## src/rtl/three_bit.sv

```systemverilog
//------------------------------------------------------------------------------
// Module   : three_bit
// Purpose  : 3-bit unsigned ripple-carry adder with registered sum and carry-out.
// Revision : 1.0 - initial release
//------------------------------------------------------------------------------
`default_nettype none

module three_bit (
    input  logic clk,
    input  logic rst,
    output logic sum0,
    output logic sum1,
    output logic sum2,
    output logic cout,
    input  logic x0,
    input  logic x1,
    input  logic x2,
    input  logic y0,
    input  logic y1,
    input  logic y2
);

    localparam int c_WIDTH = 3;

    logic [c_WIDTH-1:0] w_x;
    logic [c_WIDTH-1:0] w_y;
    logic [c_WIDTH-1:0] w_sum;
    logic [c_WIDTH:0]   w_carry;

    logic [c_WIDTH-1:0] r_sum;
    logic               r_cout;

    assign w_x = {x2, x1, x0};
    assign w_y = {y2, y1, y0};

    // Ripple chain of full-adder slices; bit-0 carry-in is tied low.
    always_comb begin
        w_carry    = '0;
        w_sum      = '0;
        w_carry[0] = 1'b0;
        for (int i = 0; i < c_WIDTH; i++) begin
            w_sum[i]     = w_x[i] ^ w_y[i] ^ w_carry[i];
            w_carry[i+1] = (w_x[i] & w_y[i]) | (w_carry[i] & (w_x[i] ^ w_y[i]));
        end
    end

    always_ff @(posedge clk) begin
        if (rst) begin
            r_sum  <= '0;
            r_cout <= 1'b0;
        end else begin
            r_sum  <= w_sum;
            r_cout <= w_carry[c_WIDTH];
        end
    end

    assign sum0 = r_sum[0];
    assign sum1 = r_sum[1];
    assign sum2 = r_sum[2];
    assign cout = r_cout;

endmodule

`default_nettype wire

```

## config.mk

```make
export PLATFORM = sky130hd
export DESIGN_NAME = three_bit
export DESIGN_NICKNAME = d
export VERILOG_FILES = /design/src/rtl/three_bit.sv
export SDC_FILE = /design/constraint.sdc
export NUM_CORES = 1
export LEC_CHECK = 0
export BUFFER_PORTS_ARGS = -buffer_cell sky130_fd_sc_hd__buf_2
export CORE_AREA = 2 2 39 41
export DETAILED_ROUTE_END_ITERATION = 12
export DIE_AREA = 0 0 41 43
export PLACE_DENSITY_LB_ADDON = 0.3
export SLEW_MARGIN = 20
export SYNTH_ARGS = -nofsm -noshare
export SYNTH_HDL_FRONTEND = slang
export SYNTH_SLANG_ARGS = --single-unit
```

## constraint.sdc

```tcl
create_clock -name clk -period 1.26 [get_ports clk]
set_input_delay 0.063 -clock clk [delete_from_list [all_inputs] [get_ports clk]]
set_output_delay 0.063 -clock clk [all_outputs]
set_load 0.005 [all_outputs]
```

Yosys cells after proc, flatten, opt, wreduce, memory -nomap -nowiden
Cells that the tools add are included.
{"block": "totals", "regBits": 4, "inputBits": 8, "output_inout_bits": 4, "wordCells": 14}
{"block": "op_classes", "bitwise": 12}
{"operator": "$and A1 B1 Y1", "count": 5}
{"operator": "$xor A1 B1 Y1", "count": 5}
{"operator": "$or A1 B1 Y1", "count": 2}

Depth between registers and ports, before layout
Gate-level depths: netlist (run 1).
{"block": "logic_depth", "ltp_word": 5, "depth_mapped": 5, "mapped_depth_nobuf": 5}

Worst setup path before layout (run 1)
No wires, ideal clock.
{"block": "synth_path", "path_type": "input-to-reg", "from": "in x0", "to": "reg r_sum[2]", "setup_ps": 64, "arrival_ps": 1146, "required_ps": 1196, "setup_slack_ps": 50, "stages": 5, "n_path_buf": 0, "cell_sequence": "ha_1 fa_1 inv_1 fa_1 nor2_1"}
{"block": "synth_via", "elab_chain_len": 4}
{"item": "start, declared", "line_no": "15", "text": "input logic x0,"}
{"item": "$and A1 B1 Y1 (2 in a row)", "line_no": "43", "text": "w_carry[i+1] = (w_x[i] & w_y[i]) | (w_carry[i] & (w_x[i] ^ w_y[i]));"}
{"item": "$or A1 B1 Y1", "line_no": "43"}
{"item": "$xor A1 B1 Y1", "line_no": "42", "text": "w_sum[i] = w_x[i] ^ w_y[i] ^ w_carry[i];"}
{"item": "end signal, assigned", "line_no": "52", "text": "r_sum <= w_sum;"}
{"item": "end, declared", "line_no": "30", "text": "logic [c_WIDTH-1:0] r_sum;"}
Every way passes these cells.
A chain may end at the register's enable or synchronous reset.

Worst setup path after layout (run 1)
Ends and elaborated chain as after synthesis.

==> results of run 1 <==
-- worst min path at each step --
stage          start        to  slack (ns)  cells past startpoint
3_3_place_gp     rst  r_sum[2]        0.27                      2
5_1_grt          rst  r_sum[2]        0.05                      2
2_1_floorplan    rst      cout        0.13                      1
3_5_place_dp     rst      cout        0.27                      2
4_1_cts          rst      cout        0.02                      2
6_report         rst  r_sum[2]        0.02                      2
-- critical path, delay by kind of cell --
kind | cells | cell delay (ns)
and+or+nand+nor | 1 | 0.10
adders and majority gates | 3 | 0.96
buffers and inverters | 2 | 0.17
-- registers in the layout, summed over array words and instances (netlist names) --
name   flops
r_sum      3
cout       1
-- per-stage QoR --
| step | instances | setup WS (ns) |
|---|---|---|
| final | 44 | 0.1396 |
| after global routing | 44 | 0.08936 |
| after CTS | 44 | 0.1417 |
| after detailed placement | 41 | -0.1080 |
| after global placement | 41 | -0.1026 |
| after floorplan | 14 | 0.05029 |
-- cells in the final DEF, fill, tap and decap left out, drive strengths merged --
cell / synthesis / layout
nor2b: 2 / 2
dfxtp: 4 / 4
clkbuf: 0 / 3
buf: 0 / 11
inv: 3 / 3
nor2: 2 / 2
fa: 2 / 2
ha: 1 / 1
-- cell families (layout without fill, tap and decap cells) --
family                     count (synthesis)  count (layout)  synth area share
buffers and inverters                      3              17           0.06870
DFF                                        4               4            0.4886
adders and majority gates                  3               3            0.3206
and+or+nand+nor                            4               4            0.1221
-- power groups by stage --
stage	logic, W	clock network [W]	registers [W]
2_1_floorplan	0.0000181	0	0.000146
3_3_place_gp	0.0000490	0	0.000144
3_5_place_dp	0.0000494	0	0.000144
4_1_cts	0.0000498	0.000164	0.000142
5_1_grt	0.0000578	0.000164	0.000143
6_report	0.0000480	0.000153	0.000142
-- metal layers --
metal  vias to the layer above  GRT usage  part of all wire
li1                         68          -                 -
met1                        49    0.03883              0.42
met2                        11    0.05625              0.39
met3                         0    0.01571              0.18
met4                         0    0.06000                 0
met5                         -          0                 0
-- area by class of cell --
cell class,count,area share
Sequential cell,4,0.3062
Clock buffer,3,0.08612
Inverter,3,0.04306
Timing Repair Buffer,11,0.2105
Tap cell,16,0.07655
Multi-Input combinational cell,7,0.2775
==> summary.md, run 1 <==
| Metric | Value |
|---|---|
| Run status | finished clean |
| Layout cell share with drive strength beyond 1 | 0.5000 |
| Clock Sinks | 4 |
| Postcts setup bufs | 0 |
| Via-to-Cell Ratio | a little under 3 |
| Clock Root Buffer | clkbuf_4 |
| Post-synthesis cell count | 14 |
| Worst EP required | 1.43 ns |
| Post-layout util | 0.1890 |
| CP Capture Type | flop |
| Area of the multi-input gates | 72.57 um^2 |
| CTS H-Tree Depth | 1 |
| Clock share of power | 0.446 |
| Drt pass-1 iters | 1 |
| Initial Utilization | 0.1184 |
| P_sw | roughly 0.000070 W |
| Total CTS buffers | 3 |
| Cell Chain, Critical Path | buf_2 -> ha_1 -> fa_1 -> inv_1 -> fa_1 -> nor2_1 |
| Switching share of power | 0.2044 |
| Vias in the first global route | 140 |
| Setup tns final | 0 ns |
| Max Fclk | 892.5 MHz |
| Total grt overflow | 0 |
| Total GRT Usage | 0.04225 |
| Tcrit/Tclk final | 0.8892 |
| CP Max Fanout | 1 |
| Routed via count | 128 |
| Count of flip-flops with a built-in enable after synthesis | 0 |
| Clock buffer depth | 2 |
| Ant. Diodes | 0 |
| Peak supply drop | 0.2242 mV |
| Initial antenna violation count | 0 |
| Synth area leaders | dfxtp_1 49%, fa_1 24%, ha_1 7.6%, nor2b_1 7.6%, inv_1 6.9% |
| Critical path's slowest cell | fa_1 |
| Post-cts sizing count | 0 |
| IO buf count | 11 |
| Worst Tran Pin Value | approximately 0.079 ns |
| Min Tclk post-route | 1.120 ns |
| Crit path to | r_sum[2] |
| Top-area cell type share of the netlist area | 0.4885 |
| Synth Flop Type | dfxtp_1 |
| # fillers | 157 |
| First-pass GRT wire length | around 460 um |
| 1st-iter DRT viols | 0 |
| Fin nets | 41 |
| Placer congestion estimate | 0.5868 |
| Largest stage delay, worst path | 0.41 ns |
| Worst Path Arrival | 1.29 ns |
| # rows | 14 |
| Count leader, synth | dfxtp_1 |
| Synthesized area | 163.9 um^2 |
| Comb power frac | 0.140 |
| Internal power | 0.0002727 W |
| Layout area overhead | 59.54% |
| Final setup vio count | 0 |
| Largest net degree at the start of global routing | 5 |
| CP Launch Type | input pin |
| Synthesis warning total | 0 |
| Leak | 0.1395 nW |
| Final Hold Vio Count | 0 |
| Worst Setup SP | x0 |
| Critical path class | in2reg |
| Seq cells post-synth | 4 |
| CP most frequent cell | fa_1 |
| Cell area after layout | 261.5 um^2 |
| Yosys cell types | 6 |
| Min Hold Slack | 0.02485 ns |
| WL per Instance | 6.705 um |
| Die Ht | 43 um |
| Num ports | 12 |
| Core area | between 0.001 and 0.0015 mm^2 |
| Pwr/cell area | 1311 mW/mm^2 |
| Flop pwr share | 0.414 |
| Power Total | 0.0003427 W |
| Total die area | around 0.0018 mm^2 |
| Die width | between 40 and 50 um |
| Hold Buf Count CTS | 0 |
| Sequential Area | 80.08 um^2 |
| DRC Markers | 0 |
| Area leader, netlist | dfxtp_1 |
| Final-report max-slew violation count | 0 |
| Slew Limit Headroom | 0.9470 |
| Register area share after synthesis | 0.4885 |
| Worst-path clk slew | 0.04 ns |
| Max Cap Viol | 0 |
| Antenna viol nets, final | 0 |
| Worst Hold Class | in2reg |
| Synth cell count leaders | 4 x dfxtp_1, 3 x inv_1, 2 x fa_1, 2 x nor2_1, 2 x nor2b_1 |
| Mean Syn Cell Area | 11.71 um^2 |
| TritonCTS clock tree | done |
| Placed inst area | about 240 um^2 |
| Post-synth ARST share | 0 |
| Total Routed Length | 295 um |
| RSZ-0062 raised after global routing | false |
| Syn nets | 25 |
(Power assumes the default switching activity.)
==> run 2: changes to the inputs <==
ABC_AREA = 1   (was default)
BUFFER_PORTS_ARGS = default   (was -buffer_cell sky130_fd_sc_hd__buf_2)
DONT_BUFFER_PORTS = 1   (was default)
==> run 2 against run 1 <==
Effect of this change: clock power about the same; maximum frequency up 11%; non-clock buffer count shrank 10; sequential share of layout area grew 5.9 points; power is 3.8% lower; final cell count is 18% lower; die area stayed put; largest power group unchanged; critical endpoint unchanged; global-route usage up 1.1 points; worst setup slack better by 0.11 ns.
==> summary.md, run 2 <==
| Metric | Value |
|---|---|
| Register area share after synthesis | 0.4812 (-0.007347) |
| Clock Root Buffer | clkbuf_4 |
| WL per Instance | 8.806 um (+31%) |
| IO buf count | 0 (-11) |
| CP Max Fanout | 1 (unchanged) |
| Vias in the first global route | 113 (-19%) |
| Initial antenna violation count | 0 (unchanged) |
| Total die area | 0.001763 mm^2 (unchanged) |
| Finished Layout Cells | 36 (-18%) |
| Mean Syn Cell Area | 10.40 um^2 (-11%) |
| Final Hold Vio Count | 0 (unchanged) |
| Most flops, register | r_sum |
| Syn nets | 27 (+8.0%) |
| Crit path to | r_sum[2] |
| Count leader, synth | inv_1 |
| CP Launch Type | input pin |
| Placer congestion estimate | 0.6053 (+3.2%) |
| CP Capture Type | flop |
| Critical path's slowest cell | fa_1 |
| CP most frequent cell | fa_1 |
| Die width | 41 um (unchanged) |
| Worst Tran Pin Value | 0.1349 ns (+0.05570 ns) |
| Peak supply drop | 0.2551 mV (+14%) |
| Routed via count | 110 (-14%) |
| Clock buffer depth | 2 (unchanged) |
| Post-cts sizing count | 0 (unchanged) |
| Synth area leaders | dfxtp_1 48%, fa_1 24%, inv_1 11%, nor2_1 9.0%, ha_1 7.5% |
| Tcrit/Tclk final | 0.7989 (-0.09035) |
| Via-to-Cell Ratio | 3.056 (+5.0%) |
| Synthesis warning total | 0 (unchanged) |
| Worst-path clk slew | 0.03 ns (about the same) |
| Clock Sinks | 4 (unchanged) |
| Leak | 0.1072 nW (-23%) |
| Area leader, netlist | dfxtp_1 |
| Total CTS buffers | 3 (unchanged) |
| Initial Utilization | 0.1203 (+0.001809) |
| Ant. Diodes | 0 (unchanged) |
| Multiplexer share of the synthesized area | 0 (unchanged) |
| First-pass GRT wire length | 469 um (+3.1%) |
| CTS H-Tree Depth | 1 (unchanged) |
| Seq cells post-synth | 4 (unchanged) |
| Postcts setup bufs | 0 (unchanged) |
| Hold Buf Count CTS | 1 (+1) |
| Total grt overflow | 0 (unchanged) |
| Most frequent cells in the layout | 5 x inv_1, 4 x nor2_1, 4 x dfxtp_1, 3 x clkbuf_4, 2 x fa_1 |
| Run status | finished clean |
| Layout cell share with drive strength beyond 1 | 0.1500 (-0.3500) |
| Post-synthesis cell count | 16 (+2) |
| Synth Area in Compound Gates | 0 (unchanged) |
| # rows | 14 (unchanged) |
| Worst Path Arrival | 1.18 ns (-0.11 ns) |
| Core area | 0.001384 mm^2 (unchanged) |
| Max Cap Viol | 0 (unchanged) |
| Largest stage delay, worst path | 0.40 ns (about the same) |
| Fin nets | 33 (-20%) |
| Hold Path Cell Cnt | 3 (+1) |
| Synth Flop Type | dfxtp_1 |
| Yosys cell types | 5 (-1) |
| Top-area cell type share of the netlist area | 0.4812 (-0.007347) |
| DRC Markers | 0 (unchanged) |
| Post-synthesis xor/xnor area fraction | 0 (unchanged) |
| Largest net degree at the start of global routing | 5 (unchanged) |
| Placed Instances | 32 (-22%) |
| Max Fclk | 993.4 MHz (+11%) |
| Largest family of logic cells by synthesized area | adder cells |
| # fillers | 165 (+5.1%) |
| Total Routed Length | 317 um (+7.5%) |
| TritonCTS clock tree | done |
| Synthesized area | 166.4 um^2 (+1.5%) |
| Pwr/cell area | 1506 mW/mm^2 (+15%) |
| Power Total | 0.0003298 W (-3.8%) |
| Synth cell count leaders | 5 x inv_1, 4 x dfxtp_1, 4 x nor2_1, 2 x fa_1, 1 x ha_1 |
| Setup tns final | 0 ns (unchanged) |
| Total GRT Usage | 0.05348 (+0.01123) |
| Max reg flops | 3 (unchanged) |
| Worst Hold Class | in2reg |
| RSZ-0062 raised after global routing | false |
| Area of the multi-input gates | 67.56 um^2 (-6.9%) |
| Drt pass-1 iters | 2 (+1) |
| Layout area overhead | 31.58% |
| Post-Synth Adder-Cell Area | 0.3158 (-0.004821) |
| Min Hold Slack | 0.07746 ns (+0.05261 ns) |
| Cell Chain, Critical Path | ha_1 -> fa_1 -> inv_1 -> fa_1 -> nor2_1 |
| Antenna viol nets, final | 0 (unchanged) |
| 1st-iter DRT viols | 3 (+3) |
| Commonest non-fill, non-tap cell in the layout | inv_1 |
| Die Ht | 43 um (unchanged) |
| Slew Limit Headroom | 0.9098 (-0.03728) |
| Synth Area in Simple Gates | 0.09023 (-0.03191) |
| Num ports | 12 (unchanged) |
| Min Tclk post-route | 1.007 ns (-0.1138 ns) |
| Worst EP required | 1.43 ns (about the same) |
| Post-synth ARST share | 0 (unchanged) |
| Count of flip-flops with a built-in enable after synthesis | 0 (unchanged) |
| Worst Setup SP | x0 |
| Critical path class | in2reg |
| Final-report max-slew violation count | 0 (unchanged) |
| Final setup vio count | 0 (unchanged) |
| Sequential Area | 80.08 um^2 (unchanged) |
-- run 2: cell count changes in the layout (fill, tap and decap cells not counted) --
cell           change
buf_2             -11
nor2b_1            -2
inv_1              +2
nor2_1             +2
dlygate4sd3_1      +1
-- run 2: stage by stage --
step	worst slack (ns)	util	cell area, um^2
after floorplan	0.05029	-	166.4
after global placement	0.03155	0.1347	186.4
after detailed placement	0.01646	0.1347	186.4
after CTS	0.2600	0.1582	219.0
after global routing	0.1906	0.1582	219.0
final	0.2534	0.1582	219.0
-- run 2: power breakdown --
group | leakage, nW | switching (W) | internal, W | total, W
Sequential | 0.0333 | 0.00000692 | 0.000140 | 0.000147
Combinational | 0.0601 | 0.0000140 | 0.0000130 | 0.0000271
Clock | 0.0138 | 0.0000497 | 0.000106 | 0.000156
-- run 2: final cells by class --
class | instances | share of cell area
Sequential cell | 4 | 0.3657
Timing Repair Buffer | 1 | 0.04571
Inverter | 5 | 0.08571
Tap cell | 16 | 0.09143
Clock buffer | 3 | 0.1029
Multi-Input combinational cell | 7 | 0.3086
-- run 2: worst min-delay path by stage --
stage | startpoint | to | slack (ns)
6_report | y0 | r_sum[0] | 0.08
5_1_grt | y1 | r_sum[1] | 0.11
4_1_cts | y0 | r_sum[0] | 0.08
3_5_place_dp | rst | r_sum[2] | 0.13
3_3_place_gp | rst | r_sum[2] | 0.13
2_1_floorplan | rst | cout | 0.13
-- run 2: worst max-delay path: cells and delay by family --
kind | cells | cell delay [ns]
buffers and inverters | 1 | 0.07
and+or+nand+nor | 1 | 0.10
adders and majority gates | 3 | 0.93
-- run 2: cell families after synthesis --
kind of cell | count (synthesis)
flops | 4
buf+inv | 5
fa+ha+maj | 3
simple gates | 4
-- run 2: metal layers --
metal  routed length, um  share of wire  global-route usage
met2                  69           0.22             0.02813
met1                 130           0.41             0.05556
met4                  17          0.054             0.08000
met5                   0              0                   0
met3                 100           0.32             0.07853
==> run 3: changes to the inputs <==
ABC_AREA = 0   (was 1)
clock period = 0.8 ns   (was 1.26 ns; I/O delays follow)
==> run 3 against run 2 <==
Effect of this change: critical path depth did not move; first-iteration DRC count rose by 33%; power increased by 57%; design area up 5.7%; non-clock buffer count did not move; critical path type unchanged; sequential cell count unchanged; clock power is 53% higher; global-route usage down 1.3 points; the flow now finishes with violations (setup timing); wire length fell by 4.4%; sequential power up 56%; worst setup slack lost 0.34 ns; final cell count shrank 5.6%.
==> summary.md, run 3 (synthesis results as in run 1) <==
| Metric | Value |
|---|---|
| Placed Instances | 30 (-6.3%) |
| Die width | 41 um (unchanged) |
| Tcrit/Tclk final | 1.105 |
| Max reg flops | 3 (unchanged) |
| Most frequent cells in the layout | 4 x dfxtp_1, 3 x clkbuf_4, 2 x inv_1, 2 x nor2b_1, 2 x nor2_1 |
| Final Hold Vio Count | 0 (unchanged) |
| Met1 usage | 0.05449 (-0.001068) |
| First-pass GRT wire length | 407 um (-13%) |
| Min Tclk post-route | 0.8843 ns |
| Vias in the first global route | 118 (+4.4%) |
| Worst Tran Pin Value | 0.1490 ns (+0.01407 ns) |
| Delay-heaviest family, CP | adder cells |
| Total Routed Length | 303 um (-4.4%) |
| TritonCTS clock tree | done |
| Initial Utilization | 0.1184 (-0.001809) |
| Core area | 0.001384 mm^2 (unchanged) |
| Final-report max-slew violation count | 0 (unchanged) |
| Finished Layout Cells | 34 (-5.6%) |
| CP Capture Type | flop |
| Worst setup margin | -0.08429 ns (-0.3377 ns) |
| CP Max Fanout | 1 (unchanged) |
| Area of the multi-input gates | 87.58 um^2 (+30%) |
| Critical path class | in2reg |
| Postcts setup bufs | 0 (unchanged) |
| Slew Limit Headroom | 0.9004 (-0.009412) |
| WL per Instance | 8.912 um (+1.2%) |
| Most Crowded Layer GR | met4 |
| Critical path's slowest cell | fa_1 |
| Largest net degree at the start of global routing | 5 (unchanged) |
| # fillers | 159 (-3.6%) |
| Worst Path Arrival | 1.05 ns (-0.13 ns) |
| Via-to-Cell Ratio | 2.941 (-3.7%) |
| Final setup vio count | 1 (+1) |
| Clock buffer depth | 2 (unchanged) |
| CP Launch Type | input pin |
| Commonest non-fill, non-tap cell in the layout | dfxtp_1 |
| Sequential Area | 80.08 um^2 (unchanged) |
| Worst EP required | 0.97 ns (-0.46 ns) |
| Max Cap Viol | 0 (unchanged) |
| Buf/Inv on CP | 1 (unchanged) |
| Cell Chain, Critical Path | ha_4 -> fa_2 -> inv_2 -> fa_1 -> nor2_1 |
| Initial antenna violation count | 0 (unchanged) |
| Total die area | 0.001763 mm^2 (unchanged) |
| Ant. Diodes | 0 (unchanged) |
| Fin nets | 31 (-6.1%) |
| Worst Hold Class | in2reg |
| Total GRT Usage | 0.04012 (-0.01336) |
| Run status | complete, but fails checks |
| Met3 Use GR | 0.02094 (-0.05759) |
| Peak supply drop | 0.4600 mV (+80%) |
| Clock Sinks | 4 (unchanged) |
| Layout area overhead | 41.22% |
| Total CTS buffers | 3 (unchanged) |
| IO buf count | 0 (unchanged) |
| Drt pass-1 iters | 2 (unchanged) |
| Leak | 0.09533 nW (-11%) |
| Placer congestion estimate | 0.4938 (-18%) |
| Die Ht | 43 um (unchanged) |
| Worst-path clk slew | 0.04 ns (about the same) |
| Total grt overflow | 0 (unchanged) |
| # rows | 14 (unchanged) |
| CTS H-Tree Depth | 1 (unchanged) |
| Largest stage delay, worst path | 0.40 ns (about the same) |
| Layout cell share with drive strength beyond 1 | 0.3333 (+0.1833) |
| Failing checks | setup timing |
| Antenna viol nets, final | 0 (unchanged) |
| Max Fclk | about 1100 MHz |
| RSZ-0062 raised after global routing | true |
| Num ports | 12 (unchanged) |
| Clock Root Buffer | clkbuf_4 |
| Min Hold Slack | 0.07455 ns (-0.002905 ns) |
| 1st-iter DRT viols | 4 (+1) |
| DRC Markers | 0 (unchanged) |
| Routed via count | 100 (-9.1%) |
| Most flops, register | r_sum |
| Pwr/cell area | 2234 mW/mm^2 (+48%) |
| Met2 usage | 0.03125 (+0.003125) |
## run 3: changes by cell type in the layout (fill, tap and decap cells not counted), sizes merged
cell,before,now
inv,5,3
nor2,4,2
nor2b,0,2
## run 3: layer usage
metal	wire [um]	share of wire	up-vias
met5	0	0	-
met4	0	0	0
met3	44	0.15	0
met2	101	0.33	12
met1	158	0.52	40
li1	-	-	48
## run 3: metrics by stage
stage / worst slack (ns) / util / instance area, um^2 / power [W] / setup TNS [ns]
floorplan: -0.3176 / - / 178.9 / 0.0002634 / -0.4439
global placement: -0.3483 / 0.1438 / 198.9 / 0.0002756 / -0.5469
detailed placement: -0.3609 / 0.1438 / 198.9 / 0.0002787 / -0.5942
CTS: -0.09781 / 0.1600 / 221.5 / 0.0005253 / -0.09781
global route: -0.1089 / 0.1673 / 231.5 / 0.0005578 / -0.1089
finish: -0.08429 / 0.1673 / 231.5 / 0.0005171 / -0.08429
## run 3: report_power, final
| part | leakage, nW | internal (W) | switching [W] | total, W |
|---|---|---|---|---|
| combinational | 0.0482 | 0.0000277 | 0.0000225 | 0.0000503 |
| clock | 0.0138 | 0.000167 | 0.0000713 | 0.000238 |
| sequential | 0.0333 | 0.000220 | 0.00000859 | 0.000229 |
| total | 0.0953 | 0.000415 | 0.000102 | 0.000517 |
## run 3: final timing paths
| path | from | end | slack (ns) | depth (start not counted) |
|---|---|---|---|---|
| min | y0 | r_sum[0] | 0.07 | 2 |
| max | x0 | r_sum[2] | -0.08 | 5 |
## run 3: repair_timing
action | 4_1_cts | 5_1_grt
endpoints found under the hold margin | 4 | 4
gates resized for setup | 0 | 0
endpoints found under the setup margin | 1 | 1
pin swaps | 3 | 1
## run 3: layout make-up
cell class / count / share of cell area
Clock buffer: 3 / 0.09730
Multi-Input combinational cell: 7 / 0.3784
Inverter: 3 / 0.04865
Sequential cell: 4 / 0.3459
Timing Repair Buffer: 1 / 0.04324
Tap cell: 16 / 0.08649
